===== src/rtl/drive_sequencer_pkg.sv =====
// Shared codes for the line-following car drive controller: tracker codes,
// sequencer states, H-bridge direction encodings and PWM mode codes.
package drive_sequencer_pkg;

    localparam logic [2:0] TRK_LEFT     = 3'd0;
    localparam logic [2:0] TRK_RIGHT    = 3'd1;
    localparam logic [2:0] TRK_STRAIGHT = 3'd2;
    localparam logic [2:0] TRK_SHARP_L  = 3'd3;
    localparam logic [2:0] TRK_SHARP_R  = 3'd4;
    localparam logic [2:0] TRK_LOST     = 3'd5;

    typedef enum logic [2:0] {
        ST_FOLLOW  = 3'd0,
        ST_BLOCKED = 3'd1,
        ST_REVERSE = 3'd2,
        ST_SEARCH  = 3'd3,
        ST_HALT    = 3'd4
    } state_t;

    localparam logic [1:0] DIR_FWD = 2'b10;
    localparam logic [1:0] DIR_REV = 2'b01;
    localparam logic [1:0] DIR_BRK = 2'b11;

    localparam logic [2:0] PWM_STRAIGHT = 3'd2;
    localparam logic [2:0] PWM_SPIN_L   = 3'd3;
    localparam logic [2:0] PWM_SPIN_R   = 3'd4;
    localparam logic [2:0] PWM_REVERSE  = 3'd5;

    // Unused tracker codes 6 and 7 behave as straight.
    function automatic logic [2:0] norm_track(input logic [2:0] code);
        return (code > TRK_LOST) ? TRK_STRAIGHT : code;
    endfunction

endpackage


===== src/rtl/drive_sequencer_if.sv =====
// Sensor inputs and motor-stage outputs of the drive sequencer.
interface drive_sequencer_if;
    logic       start;
    logic [2:0] track_state;
    logic       obstacle;
    logic       stop_en;
    logic [1:0] left_dir;
    logic [1:0] right_dir;
    logic [2:0] pwm_mode;
    logic [2:0] fsm_state;

    modport master (
        output start, track_state, obstacle, stop_en,
        input  left_dir, right_dir, pwm_mode, fsm_state
    );

    modport slave (
        input  start, track_state, obstacle, stop_en,
        output left_dir, right_dir, pwm_mode, fsm_state
    );
endinterface


===== src/rtl/drive_sequencer_obstacle_filter.sv =====
// Level filter for the ultrasonic stop flag: a new level must persist for
// OBST_FILTER consecutive cycles before obst_q follows it.
module obstacle_filter #(
    parameter int OBST_FILTER = 100000
) (
    input  logic clk,
    input  logic rst,
    input  logic obst_raw,
    output logic obst_q
);

    localparam int CW = $clog2(OBST_FILTER + 1);

    logic [CW-1:0] cnt;

    always_ff @(posedge clk) begin
        if (rst) begin
            cnt    <= '0;
            obst_q <= 1'b0;
        end else if (obst_raw == obst_q) begin
            cnt <= '0;
        end else if (cnt == CW'(OBST_FILTER - 1)) begin
            cnt    <= '0;
            obst_q <= ~obst_q;
        end else begin
            cnt <= cnt + CW'(1);
        end
    end

endmodule


===== src/rtl/drive_sequencer.sv =====
// Drive controller: arbitrates line following, obstacle braking, timed reverse,
// lost-line search and halt, and registers the H-bridge / PWM / display codes.
//
// state    | meaning
// FOLLOW   | steer from tracker code
// BLOCKED  | braked on obstacle, waiting for it to clear or time out
// REVERSE  | timed reverse after a long block
// SEARCH   | spin toward the side the line was last seen on
// HALT     | braked, waiting for start
module drive_sequencer
    import drive_sequencer_pkg::*;
#(
    parameter int OBST_FILTER    = 100000,
    parameter int BLOCK_CYC      = 100000000,
    parameter int REVERSE_CYC    = 30000000,
    parameter int SEARCH_TIMEOUT = 200000000,
    parameter int CNT_W          = 28
) (
    input logic              clk,
    input logic              rst,
    drive_sequencer_if.slave bus
);

    state_t             state, state_next;
    logic [CNT_W-1:0]   phase_cnt;
    logic               last_side, last_side_next;
    logic               obst_q;
    logic [2:0]         trk;
    logic               lost;
    logic               block_done, reverse_done, search_done;
    logic [1:0]         left_q, right_q, left_d, right_d;
    logic [2:0]         pwm_q, pwm_d;

    // Dropping stop_en resets the filter so the flag clears immediately.
    obstacle_filter #(.OBST_FILTER(OBST_FILTER)) u_obst_filter (
        .clk      (clk),
        .rst      (rst | ~bus.stop_en),
        .obst_raw (bus.obstacle & bus.stop_en),
        .obst_q   (obst_q)
    );

    assign trk          = norm_track(bus.track_state);
    assign lost         = (trk == TRK_LOST);
    assign block_done   = (phase_cnt == CNT_W'(BLOCK_CYC - 1));
    assign reverse_done = (phase_cnt == CNT_W'(REVERSE_CYC - 1));
    assign search_done  = (phase_cnt == CNT_W'(SEARCH_TIMEOUT - 1));

    always_comb begin
        state_next     = state;
        last_side_next = last_side;
        left_d         = DIR_BRK;
        right_d        = DIR_BRK;
        pwm_d          = PWM_STRAIGHT;

        case (state)
            ST_FOLLOW: begin
                if (trk == TRK_LEFT || trk == TRK_SHARP_L)
                    last_side_next = 1'b0;
                else if (trk == TRK_RIGHT || trk == TRK_SHARP_R)
                    last_side_next = 1'b1;
                if (obst_q)    state_next = ST_BLOCKED;
                else if (lost) state_next = ST_SEARCH;
            end
            ST_BLOCKED: begin
                if (!obst_q)         state_next = ST_FOLLOW;
                else if (block_done) state_next = ST_REVERSE;
            end
            ST_REVERSE: begin
                if (reverse_done) state_next = lost ? ST_SEARCH : ST_FOLLOW;
            end
            ST_SEARCH: begin
                if (obst_q)           state_next = ST_BLOCKED;
                else if (!lost)       state_next = ST_FOLLOW;
                else if (search_done) state_next = ST_HALT;
            end
            default: begin
                if (bus.start) state_next = ST_FOLLOW;
            end
        endcase

        // Outputs are computed for the state being entered and registered with it.
        case (state_next)
            ST_FOLLOW: begin
                case (trk)
                    TRK_LEFT, TRK_RIGHT, TRK_STRAIGHT: begin
                        left_d  = DIR_FWD;
                        right_d = DIR_FWD;
                        pwm_d   = trk;
                    end
                    TRK_SHARP_L: begin
                        left_d  = DIR_REV;
                        right_d = DIR_FWD;
                        pwm_d   = PWM_SPIN_L;
                    end
                    TRK_SHARP_R: begin
                        left_d  = DIR_FWD;
                        right_d = DIR_REV;
                        pwm_d   = PWM_SPIN_R;
                    end
                    default: begin
                        left_d  = DIR_FWD;
                        right_d = DIR_FWD;
                        pwm_d   = PWM_STRAIGHT;
                    end
                endcase
            end
            ST_REVERSE: begin
                left_d  = DIR_REV;
                right_d = DIR_REV;
                pwm_d   = PWM_REVERSE;
            end
            ST_SEARCH: begin
                left_d  = last_side ? DIR_FWD : DIR_REV;
                right_d = last_side ? DIR_REV : DIR_FWD;
                pwm_d   = last_side ? PWM_SPIN_R : PWM_SPIN_L;
            end
            default: ;
        endcase
    end

    always_ff @(posedge clk) begin
        if (rst) begin
            state     <= ST_HALT;
            phase_cnt <= '0;
            last_side <= 1'b0;
            left_q    <= DIR_BRK;
            right_q   <= DIR_BRK;
            pwm_q     <= PWM_STRAIGHT;
        end else begin
            state     <= state_next;
            last_side <= last_side_next;
            left_q    <= left_d;
            right_q   <= right_d;
            pwm_q     <= pwm_d;
            if (state_next != state)
                phase_cnt <= '0;
            else if (state == ST_BLOCKED || state == ST_REVERSE || state == ST_SEARCH)
                phase_cnt <= phase_cnt + CNT_W'(1);
        end
    end

    assign bus.left_dir  = left_q;
    assign bus.right_dir = right_q;
    assign bus.pwm_mode  = pwm_q;
    assign bus.fsm_state = state;

endmodule


===== src/flat_wrapper.sv =====
// flat-port wrapper written by rule: the top's interface ports become plain ports
module drive_sequencer_flat import drive_sequencer_pkg::*;
#(
    parameter int OBST_FILTER    = 100000,
    parameter int BLOCK_CYC      = 100000000,
    parameter int REVERSE_CYC    = 30000000,
    parameter int SEARCH_TIMEOUT = 200000000,
    parameter int CNT_W          = 28
)
  (clk, rst, bus_start, bus_track_state, bus_obstacle, bus_stop_en, bus_left_dir, bus_right_dir, bus_pwm_mode, bus_fsm_state);
  drive_sequencer_if bus_i ();
  input logic clk;
  input logic rst;
  input wire logic [$bits(bus_i.start)-1:0] bus_start;
  input wire logic [$bits(bus_i.track_state)-1:0] bus_track_state;
  input wire logic [$bits(bus_i.obstacle)-1:0] bus_obstacle;
  input wire logic [$bits(bus_i.stop_en)-1:0] bus_stop_en;
  output wire logic [$bits(bus_i.left_dir)-1:0] bus_left_dir;
  output wire logic [$bits(bus_i.right_dir)-1:0] bus_right_dir;
  output wire logic [$bits(bus_i.pwm_mode)-1:0] bus_pwm_mode;
  output wire logic [$bits(bus_i.fsm_state)-1:0] bus_fsm_state;
  assign bus_i.start = bus_start;
  assign bus_i.track_state = bus_track_state;
  assign bus_i.obstacle = bus_obstacle;
  assign bus_i.stop_en = bus_stop_en;
  assign bus_left_dir = bus_i.left_dir;
  assign bus_right_dir = bus_i.right_dir;
  assign bus_pwm_mode = bus_i.pwm_mode;
  assign bus_fsm_state = bus_i.fsm_state;
  drive_sequencer #(.OBST_FILTER(OBST_FILTER), .BLOCK_CYC(BLOCK_CYC), .REVERSE_CYC(REVERSE_CYC), .SEARCH_TIMEOUT(SEARCH_TIMEOUT), .CNT_W(CNT_W)) u_core (.clk(clk), .rst(rst), .bus(bus_i));
endmodule

===== config.mk =====
export PLATFORM = sky130hd
export DESIGN_NAME = drive_sequencer_flat
export DESIGN_NICKNAME = d
export VERILOG_FILES = /design/src/rtl/drive_sequencer_pkg.sv /design/src/rtl/drive_sequencer_if.sv /design/src/rtl/drive_sequencer_obstacle_filter.sv /design/src/rtl/drive_sequencer.sv /design/src/flat_wrapper.sv
export SDC_FILE = /design/constraint.sdc
export NUM_CORES = 1
export LEC_CHECK = 0
export ABC_AREA = 0
export CORE_AREA = 2 2 89 91
export DETAILED_ROUTE_END_ITERATION = 10
export DIE_AREA = 0 0 91 93
export PLACE_DENSITY = 0.64
export REMOVE_ABC_BUFFERS = 1
export SLEW_MARGIN = 25
export SYNTH_ARGS = -nofsm -noshare
export SYNTH_HDL_FRONTEND = slang
export SYNTH_SLANG_ARGS = --single-unit

===== constraint.sdc =====
create_clock -name clk -period 2.87 [get_ports clk]
set_input_delay 0.574 -clock clk [delete_from_list [all_inputs] [get_ports clk]]
set_output_delay 0.574 -clock clk [all_outputs]
set_load 0.005 [all_outputs]

==> out/qor.csv <==
metric,value,unit
outcome,"finished, final reports clean",
critical_path.endpoint_type,register,
setup.reg_to_reg.worst_slack,0.11,ns
cts.clk_slew.worst_paths,0.06,ns
slew_headroom,0.634,
critPathSlowestCell,or4_4,
clock_tree.buffer_depth,2,
num_rows,32,
worst_hold_startpoint,u_core.u_obst_filter.cnt[0],
cap_viol_max_count,0,
final.setup_skew,0.0162,ns
combinational_family_with_the_most_area_after_synthesis,simple AND/OR/NAND/NOR gates,
syn_inst,326,
vias_in_the_first_global_route,2124,
timing.critical_path.slowest_cell_delay,0.52,ns
xor_xnor_share_of_the_synthesized_area,0.127,
post_synth_fa_ha_maj_area_fraction,0.00865,
globalRouteTotalUtil,0.140,
critPathKind,reg -> reg,
antenna_left,0,
hold_viol_final,0,
crit_path_from,u_core.phase_cnt[11],
period_utilisation_layout,0.962,
finalSetupTns,0,ns
grt_pass1_wl,9.51,mm
die_x,91,µm
cts_root_buf,clkbuf_8,
cts_inserted_buffers,9,
worst_skew_pair.late_latency,0.33,ns
timing.critical_path.max_delay_family,simple AND/OR/NAND/NOR gates,
cts.repair_timing.setup_buffer_count,0,
place_congestion,0.859,
critical_path_required,3.14,ns
average_size_of_a_mapped_cell,8.87,µm²
flow.area_growth_from_synthesis,19.4,%
io-pin-count,18,
synth.yosys.warnings,0,
n_fill_cell,759,
drt_wl_total,5.61,mm
placement.setup.worst_slack,0.0622,ns
clock_tree.htree_level_count,3,
pwr_density_cell,465,nW/µm²
r2r-start,u_core.phase_cnt[11],
final_common_cell,dfxtp_1,
netlist_area,2890,µm²
p_leak,1.10,nW
drc_errors,0,
post-route-min-period,2.76,ns
critical_path.n_buffers_inverters,1,
postLayoutCoreUtil,0.459,
synth_cell_types,48,
grt_start_max_net_pins,18,
post-dp-hpwl,3.98,mm
final_layout_worst_hold_slack,0.446,ns
tritoncts_clock_tree,built,
synth_compound_area_frac,0.0640,
timing_limited_maximum_frequency,362,MHz
layout_common_cells,"dfxtp_1 (57), nor2_1 (49), nand2_1 (22), xnor2_1 (22)",
finish.net_count,368,
timing.final.ws_setup,0.109,ns
io_buffer_count,17,
initial_utilization,0.384,
vdd_drop_max,0.158,mV
detailroute.via_count,2237,
post_synth_mux_area_share,0.00346,
vias_per_cell,4.82,
fp.dieArea,8460,µm²
cts_num_sinks,57,
crit_path_start_kind,register,
setup_viol,0,
grt_setup_unrepaired,false,
grt.overflow.total,0,
fraction_of_the_yosys_area_taken_by_sequential_cells,0.394,
worst_pin_slew,0.550,ns
grt_antenna_before_repair,0,
post_route_cells_drive_above_1_share,0.163,
slew_viol_final,0,
worst_hold_path_type,reg -> reg,
routed_wire_length_per_instance,12.1,µm
die_h,93,µm
critPathArrivalTime,3.03,ns
core,7530,µm²
detailedRoute.firstIterationViolations,91,
timing.critical_path.fanout_max,13,
synth_simple_gate_area_share,0.361,
number_of_storage_elements_in_the_synthesis_netlist,57,
path_cells,or4b_4 -> or4_4 -> or2_0 -> a22o_1 -> or2_1 -> a211o_4 -> buf_12 -> nor2_4,
dr.pass1.iters,4,
n_antenna_cell,0,
[worst paths after layout]
check,endpoint,cells after the start
setup / recovery,u_core.phase_cnt[3],8
hold / removal,u_core.u_obst_filter.cnt[0],1
setup reg to reg,u_core.phase_cnt[3],8
hold reg to reg,u_core.u_obst_filter.cnt[0],1
[final cells by class]
type | instances | area (µm²) | share of cell area
Multi-Input combinational cell | 250 | 1670 | 0.483
Inverter | 8 | 30.0 | 0.00870
Clock buffer | 12 | 165 | 0.0478
Sequential cell | 57 | 1140 | 0.330
Clock inverter | 3 | 15.0 | 0.00435
Tap cell | 102 | 128 | 0.0370
Timing Repair Buffer | 32 | 308 | 0.0891
[flip-flops by register name (all words and copies together), names as in the netlist]
signal	count
u_core.last_side	1
u_core.bus.pwm_mode	3
u_core.bus.left_dir	2
u_core.bus.right_dir	2
u_core.bus.fsm_state	3
u_core.u_obst_filter.cnt	17
u_core.phase_cnt	28
u_core.u_obst_filter.obst_q	1
[per-stage QoR]
stage               std cells  power [mW]  instance area (µm²)
floorplan                 315       0.877                 2800
global placement          449       0.934                 3240
detailed placement        449       0.936                 3240
CTS                       464        1.62                 3420
global route              464        1.66                 3450
finish                    464        1.61                 3450
[per-layer routing]
| layer | up-vias | track usage | routed length, µm |
|---|---|---|---|
| met3 | 10 | 0.0483 | 275 |
| met1 | 993 | 0.175 | 2750 |
| met2 | 49 | 0.219 | 2520 |
| li1 | 1185 | - | - |
| met5 | - | 0 | 0 |
| met4 | 0 | 0.0606 | 74 |
[Yosys cell counts, drive strengths merged]
master	count	area, µm²
inv	8	30.0
o21bai	1	7.51
or4	2	18.8
nand4b	1	8.76
nor4b	3	26.3
nor2b	5	31.3
buf	4	62.6
a22oi	1	7.51
and3b	1	8.76
ha	2	25.0
xnor2	22	193
and3	4	25.0
and2	3	18.8
a21o	1	7.51
a211o	2	17.5
nor3	4	20.0
o221a	1	11.3
or4b	1	10.0
nand2	22	82.6
nor2	70	413
clkbuf	7	26.3
o21ai	8	40.0
nor4	6	37.5
nand2b	2	12.5
o2111ai	1	8.76
nor3b	2	15.0
o211ai	1	7.51
a22o	1	8.76
nand4	10	62.6
a31oi	1	6.26
and4b	1	10.0
nor4bb	3	30.0
o21a	1	7.51
dfxtp	57	1140
nand3	20	100
xor2	20	175
or2	3	18.8
mux2i	1	10.0
a21oi	9	45.0
a221o	1	10.0
nand3b	3	22.5
and4	4	35.0
or3	6	37.5
[worst register-to-register path, stage by stage (launching register included)]
cell     delay, ns
dfxtp_1       0.33
or4b_4        0.52
or4_4         0.52
or2_0         0.21
a22o_1        0.24
or2_1         0.25
a211o_4       0.37
buf_12        0.18
nor2_4        0.11
[report_power, final]
group,switching [mW],internal [mW]
clock network,0.311,0.375
logic,0.0581,0.0547
registers,0.00668,0.800
[logic make-up after synthesis]
| kind of cell | Yosys count |
|---|---|
| AOI/OAI and AO/OA | 29 |
| xor gates and xnor gates | 42 |
| adders and majority gates | 2 |
| buffers and inverters | 19 |
| DFF | 57 |
| muxes | 1 |
| and+or+nand+nor | 176 |
[repair_timing]
item,CTS,global route
setup endpoints to repair,0,33
hold buffers,0,0
gates resized for setup,0,7
Note: power is estimated with default switching activity, not from simulation.
